$ cat config.mk
export PLATFORM = sky130hd
export DESIGN_NAME = score_keeper
export DESIGN_NICKNAME = d
export VERILOG_FILES = /design/src/rtl/score_keeper.sv
export SDC_FILE = /design/constraint.sdc
export NUM_CORES = 1
export LEC_CHECK = 0
export ABC_AREA = 1
export BUFFER_PORTS_ARGS = -buffer_cell sky130_fd_sc_hd__buf_2
export CAP_MARGIN = 0
export CORE_UTILIZATION = 58
export DETAILED_ROUTE_END_ITERATION = 16
export PLACE_DENSITY = 0.76
export SKIP_CTS_REPAIR_TIMING = 1
export SLEW_MARGIN = 30
export SYNTH_ARGS = -nofsm -noshare
export SYNTH_HDL_FRONTEND = slang
export SYNTH_SLANG_ARGS = --single-unit
$ cat constraint.sdc
create_clock -name clk -period 2.1 [get_ports clk]
set_input_delay 0.21 -clock clk [delete_from_list [all_inputs] [get_ports clk]]
set_output_delay 0.21 -clock clk [all_outputs]
set_load 0.02 [all_outputs]
$ cat src/rtl/score_keeper.sv
// score_keeper
// Keeps a BCD score per player from the display stage's lose flags.
// Detects the end of a match at WIN_SCORE. Drives a 4-digit multiplexed
// common-anode 7-segment display.
//
// Ports:
//   clk        system clock
//   rst        synchronous reset, active-low
//   lose1      async level, high = player 1 missed (point to player 2)
//   lose2      async level, high = player 2 missed (point to player 1)
//   clear      async debounced button, rising edge restarts the match
//   score1     player 1 score, BCD {tens, ones}
//   score2     player 2 score, BCD {tens, ones}
//   game_over  high while the match is over
//   winner     01 = player 1, 10 = player 2, 00 = none
//   an         digit enables, active-low
//   seg        segments {dp,g,f,e,d,c,b,a}, active-low
module score_keeper #(
  parameter int SCAN_DIV  = 25000,
  parameter int WIN_SCORE = 11
) (
  input  logic       clk,
  input  logic       rst,
  input  logic       lose1,
  input  logic       lose2,
  input  logic       clear,
  output logic [7:0] score1,
  output logic [7:0] score2,
  output logic       game_over,
  output logic [1:0] winner,
  output logic [3:0] an,
  output logic [7:0] seg
);

  localparam logic [7:0]  WIN_BCD  = {4'(WIN_SCORE / 10), 4'(WIN_SCORE % 10)};
  localparam logic [19:0] SCAN_MAX = 20'(SCAN_DIV - 1);

  typedef enum logic [0:0] {
    ST_PLAY = 1'b0,
    ST_OVER = 1'b1
  } state_t;

  // Saturating two-digit BCD increment (99 holds).
  function automatic logic [7:0] bcd_inc(input logic [7:0] v);
    logic [7:0] r;
    if (v == 8'h99) begin
      r = v;
    end else if (v[3:0] == 4'd9) begin
      r = {v[7:4] + 4'd1, 4'd0};
    end else begin
      r = {v[7:4], v[3:0] + 4'd1};
    end
    return r;
  endfunction

  // Common-anode segment pattern for one decimal digit, dp off.
  function automatic logic [7:0] seg_decode(input logic [3:0] d);
    logic [7:0] r;
    case (d)
      4'd0:    r = 8'hC0;
      4'd1:    r = 8'hF9;
      4'd2:    r = 8'hA4;
      4'd3:    r = 8'hB0;
      4'd4:    r = 8'h99;
      4'd5:    r = 8'h92;
      4'd6:    r = 8'h82;
      4'd7:    r = 8'hF8;
      4'd8:    r = 8'h80;
      4'd9:    r = 8'h90;
      default: r = 8'hFF;
    endcase
    return r;
  endfunction

  // Bit order in the sync vectors: {clear, lose2, lose1}.
  logic [2:0] sync1_r, sync2_r, hist_r;
  logic [2:0] ev_s;

  state_t     state_r, state_s;
  logic [7:0] score1_r, score1_s, score2_r, score2_s;
  logic [1:0] winner_r, winner_s;
  logic       game_over_r, game_over_s;

  logic [19:0] cnt_r;
  logic [1:0]  idx_r;
  logic [3:0]  an_r, an_s;
  logic [7:0]  seg_r, seg_s;
  logic [3:0]  digit_s;
  logic        blank_s, dp_s;

  // Two-flop synchronizers plus history flop. Preset to 1 so a held input gives no edge.
  always_ff @(posedge clk) begin
    if (!rst) begin
      sync1_r <= 3'b111;
      sync2_r <= 3'b111;
      hist_r  <= 3'b111;
    end else begin
      sync1_r <= {clear, lose2, lose1};
      sync2_r <= sync1_r;
      hist_r  <= sync2_r;
    end
  end

  assign ev_s = sync2_r & ~hist_r;

  // Match next-state. Clear beats any lose event; simultaneous lose events cancel.
  always_comb begin
    state_s     = state_r;
    score1_s    = score1_r;
    score2_s    = score2_r;
    winner_s    = winner_r;
    game_over_s = game_over_r;
    if (ev_s[2]) begin
      state_s     = ST_PLAY;
      score1_s    = 8'h00;
      score2_s    = 8'h00;
      winner_s    = 2'b00;
      game_over_s = 1'b0;
    end else if ((state_r == ST_PLAY) && (ev_s[0] ^ ev_s[1])) begin
      if (ev_s[0]) begin
        score2_s = bcd_inc(score2_r);
        if (score2_s == WIN_BCD) begin
          state_s     = ST_OVER;
          winner_s    = 2'b10;
          game_over_s = 1'b1;
        end else begin
          state_s = ST_PLAY;
        end
      end else begin
        score1_s = bcd_inc(score1_r);
        if (score1_s == WIN_BCD) begin
          state_s     = ST_OVER;
          winner_s    = 2'b01;
          game_over_s = 1'b1;
        end else begin
          state_s = ST_PLAY;
        end
      end
    end else begin
      state_s = state_r;
    end
  end

  // Match state and score registers.
  always_ff @(posedge clk) begin
    if (!rst) begin
      state_r     <= ST_PLAY;
      score1_r    <= 8'h00;
      score2_r    <= 8'h00;
      winner_r    <= 2'b00;
      game_over_r <= 1'b0;
    end else begin
      state_r     <= state_s;
      score1_r    <= score1_s;
      score2_r    <= score2_s;
      winner_r    <= winner_s;
      game_over_r <= game_over_s;
    end
  end

  // Scan counter: digit index advances when the hold counter wraps.
  always_ff @(posedge clk) begin
    if (!rst) begin
      cnt_r <= 20'd0;
      idx_r <= 2'd0;
    end else if (cnt_r == SCAN_MAX) begin
      cnt_r <= 20'd0;
      idx_r <= idx_r + 2'd1;
    end else begin
      cnt_r <= cnt_r + 20'd1;
      idx_r <= idx_r;
    end
  end

  // Digit select, tens blanking and winner decimal point.
  always_comb begin
    an_s    = 4'b1111;
    digit_s = 4'd0;
    blank_s = 1'b1;
    dp_s    = 1'b0;
    case (idx_r)
      2'd0: begin
        an_s    = 4'b1110;
        digit_s = score2_r[3:0];
        blank_s = 1'b0;
        dp_s    = (state_r == ST_OVER) && (winner_r == 2'b10);
      end
      2'd1: begin
        an_s    = 4'b1101;
        digit_s = score2_r[7:4];
        blank_s = (score2_r[7:4] == 4'd0);
      end
      2'd2: begin
        an_s    = 4'b1011;
        digit_s = score1_r[3:0];
        blank_s = 1'b0;
        dp_s    = (state_r == ST_OVER) && (winner_r == 2'b01);
      end
      2'd3: begin
        an_s    = 4'b0111;
        digit_s = score1_r[7:4];
        blank_s = (score1_r[7:4] == 4'd0);
      end
      default: begin
        an_s = 4'b1111;
      end
    endcase
    if (blank_s) begin
      seg_s = 8'hFF;
    end else begin
      seg_s = seg_decode(digit_s);
    end
    if (dp_s) begin
      seg_s[7] = 1'b0;
    end else begin
      seg_s[7] = seg_s[7];
    end
  end

  // Display output registers; an and seg change together.
  always_ff @(posedge clk) begin
    if (!rst) begin
      an_r  <= 4'b1111;
      seg_r <= 8'hFF;
    end else begin
      an_r  <= an_s;
      seg_r <= seg_s;
    end
  end

  assign score1    = score1_r;
  assign score2    = score2_r;
  assign game_over = game_over_r;
  assign winner    = winner_r;
  assign an        = an_r;
  assign seg       = seg_r;

endmodule

==> run metrics <==
yosys synthesis warning count 0; vias in the first global route 2713; HP Class in2reg; area grow syn2layout 14.8%; Comb pwr share ~7.3%; Hold Vio Cnt, Final 0; max_cap viols 0; # IOs 36; Worst Skew 0.0104 ns; Critical Path RT 2.34 ns; status complete, no violations; register area share after synthesis 39.8%; Worst EP arrival 2.15 ns; Final WS setup 0.190 ns; post-synthesis mux area share 0%; die footprint just under 6000 um2; Max-slew headroom a little under two thirds; Syn Area/Cell 7.15 um2; most frequent cells in the layout 101 x nand2_1, 62 x dfxtp_1, 60 x inv_1; Worst R2R Start idx_r[1]; Antenna diodes 0; Final Cell Area 3640 um2; # clock sinks 63; DP Wirelength 5020 um; P_leak around 1.7 nW; Synth Area in Simple Gates 31.4%; hold_sp lose2; Core Rows 26; final non-filler cell total 564; Slew Limit Fails 0; share of layout cells above drive strength 1 approximately 17%; Pint 0.00173 W; port bufs 35; Die Span Y 75.9 um; CTS tree built; Final min period approximately 1.9 ns; DIE WIDTH 75.9 um; Reg power frac between 50 and 60%; clock share of power between 40% and 50%; Post-Route WL between 7000 and 8000 um; CP max FO 8; Startpoint Class register; final setup TNS 0 ns; XOR/XNOR share of the synthesized area 1.66%; fin util 70.3%; endpoint type of the worst setup path register; DR iter-0 viols 153; Reg2Reg Setup Slack 0.19 ns; Synth Cell Area 3170 um2; clk slew on worst S/H paths about 0.08 ns; register bit total from synthesis 63; remaining antenna violation count 0; IR drop worst, VDD 0.612 mV; final setup fails 0; clk_lat worst skew between 0.3 and 0.4 ns; Compound-Gate Fraction of Synth Area 13.0%; Placed Cells 548; kind of critical path reg2reg; end of the worst register-to-register path seg[3]; Net Sw Frac 28.6%; P_sw just under 0.0007 W; Tcrit/Tclk final between 90% and 100%; Post-synth EDFFs 0; synth unique cells 38; Pre-antenna DRT Iters 4; final net count 509; gr ovfl total 0; GPL Wtd Cong 0.878; Synth Net Count 463; dpl ws between 0.1 and 0.15 ns; Adder-Cell Fraction of Synth Area 5.92%; pwr/cell area 667 nW/um2; CP endpoint seg[3]; drt drc 0; largest family of logic cells by synthesized area simple AND/OR/NAND/NOR gates; total track usage 26.1%; f_max 524 MHz; largest net degree at the start of global routing 20; FFs w/ async S/R, synth 0%; R2R depth 9; placed inst area around 3500 um2; crit path from idx_r[1]; TritonCTS Buffers 9; commonest non-fill, non-tap cell in the layout nand2_1; starting density of the core 61.2%; root buffer cell clkbuf_8; wire length of the first global-routing pass 11900 um; initial antenna violation count 0; Post-Syn Instances about 440; H-tree Lvls 3; Max clock buf depth 2; Core Area between 5000 and 6000 um2; DR WL/cell roughly 12 um; RSZ-0062 raised after global routing no; Most used DFF post-synth dfxtp_1; via count 2952; Worst-Margin Slew 0.537 ns; routed vias/inst 5.23
[synth_stat cells, types with 3 or more instances]
cell	count	area, um2
nand2_2	3	18.8
nand2_1	101	379
or2_2	10	62.6
clkbuf_1	4	15.0
xor2_1	5	43.8
inv_1	61	229
nor2_1	39	146
ha_1	15	188
nand3_1	36	180
nand3b_1	3	22.5
a21oi_1	29	145
dfxtp_1	63	1260
nor4_1	4	25.0
nand4_1	5	31.3
o22ai_1	4	25.0
nor2_4	3	33.8
o21ai_0	30	150
[kinds of logic after synthesis]
kind of cell / Yosys count
compound gates: 74
xor+xnor: 6
fa+ha+maj: 15
buf+inv: 69
flops: 63
simple gates: 216
[power by group through the flow]
stage | registers, W | logic, W | clock network (W)
final | 0.00124 | 0.000176 | 0.00101
after global routing | 0.00125 | 0.000195 | 0.00107
after CTS | 0.00124 | 0.000176 | 0.00102
after detailed placement | 0.00127 | 0.000174 | 0
after global placement | 0.00127 | 0.000171 | 0
after floorplan | 0.00130 | 0.0000967 | 0
[layout make-up]
type | count | area [um2]
multi-input cells | 311 | 1650
inverters | 63 | 236
well taps | 70 | 87.6
repair buffers | 41 | 220
flip-flops and latches | 63 | 1260
clock buffers | 9 | 124
clock inverters | 7 | 62.6
fillers | 438 | 1530
[per-stage QoR]
| step | hold WS, ns | power (W) |
|---|---|---|
| floorplan | 0.317 | 0.00139 |
| global placement | 0.393 | 0.00144 |
| detailed placement | 0.398 | 0.00145 |
| CTS | 0.0258 | 0.00245 |
| global route | 0.0299 | 0.00252 |
| finish | 0.0303 | 0.00243 |
[sequential cells by signal, indices dropped and copies added (netlist names), 3 cells and up]
name and count:
hist_r 3, sync1_r 3, score1 8, an 4, score2 8, sync2_r 3, cnt_r 20, seg 8
[worst max-delay path, cell delays in order, from the launching register on]
cell and delay [ns]:
dfxtp_1 0.33, inv_1 0.11, ha_1 0.26, inv_2 0.10
o21ai_0 0.45, ha_1 0.32, nand2_1 0.07, nand2_1 0.05
nand2_1 0.06, nand2_1 0.04
[how the worst min path moves through the flow]
stage / to / slack, ns / depth (start not counted)
after floorplan: sync1_r[0] / 0.32 / 1
after CTS: sync1_r[1] / 0.03 / 2
after global placement: sync2_r[0] / 0.39 / 1
after global routing: sync1_r[1] / 0.03 / 2
final: sync1_r[1] / 0.03 / 2
after detailed placement: sync2_r[2] / 0.40 / 1
[per-layer routing]
| layer | global-route usage, % | part of all wire (%) | vias up |
|---|---|---|---|
| met5 | 0 | 0 | - |
| met4 | 15.8 | 2.1 | 0 |
| met3 | 4.58 | 3.7 | 14 |
| met2 | 45.1 | 50 | 61 |
| met1 | 30.0 | 44 | 1343 |
| li1 | - | - | 1534 |
Power figures use the tool's default switching activity.
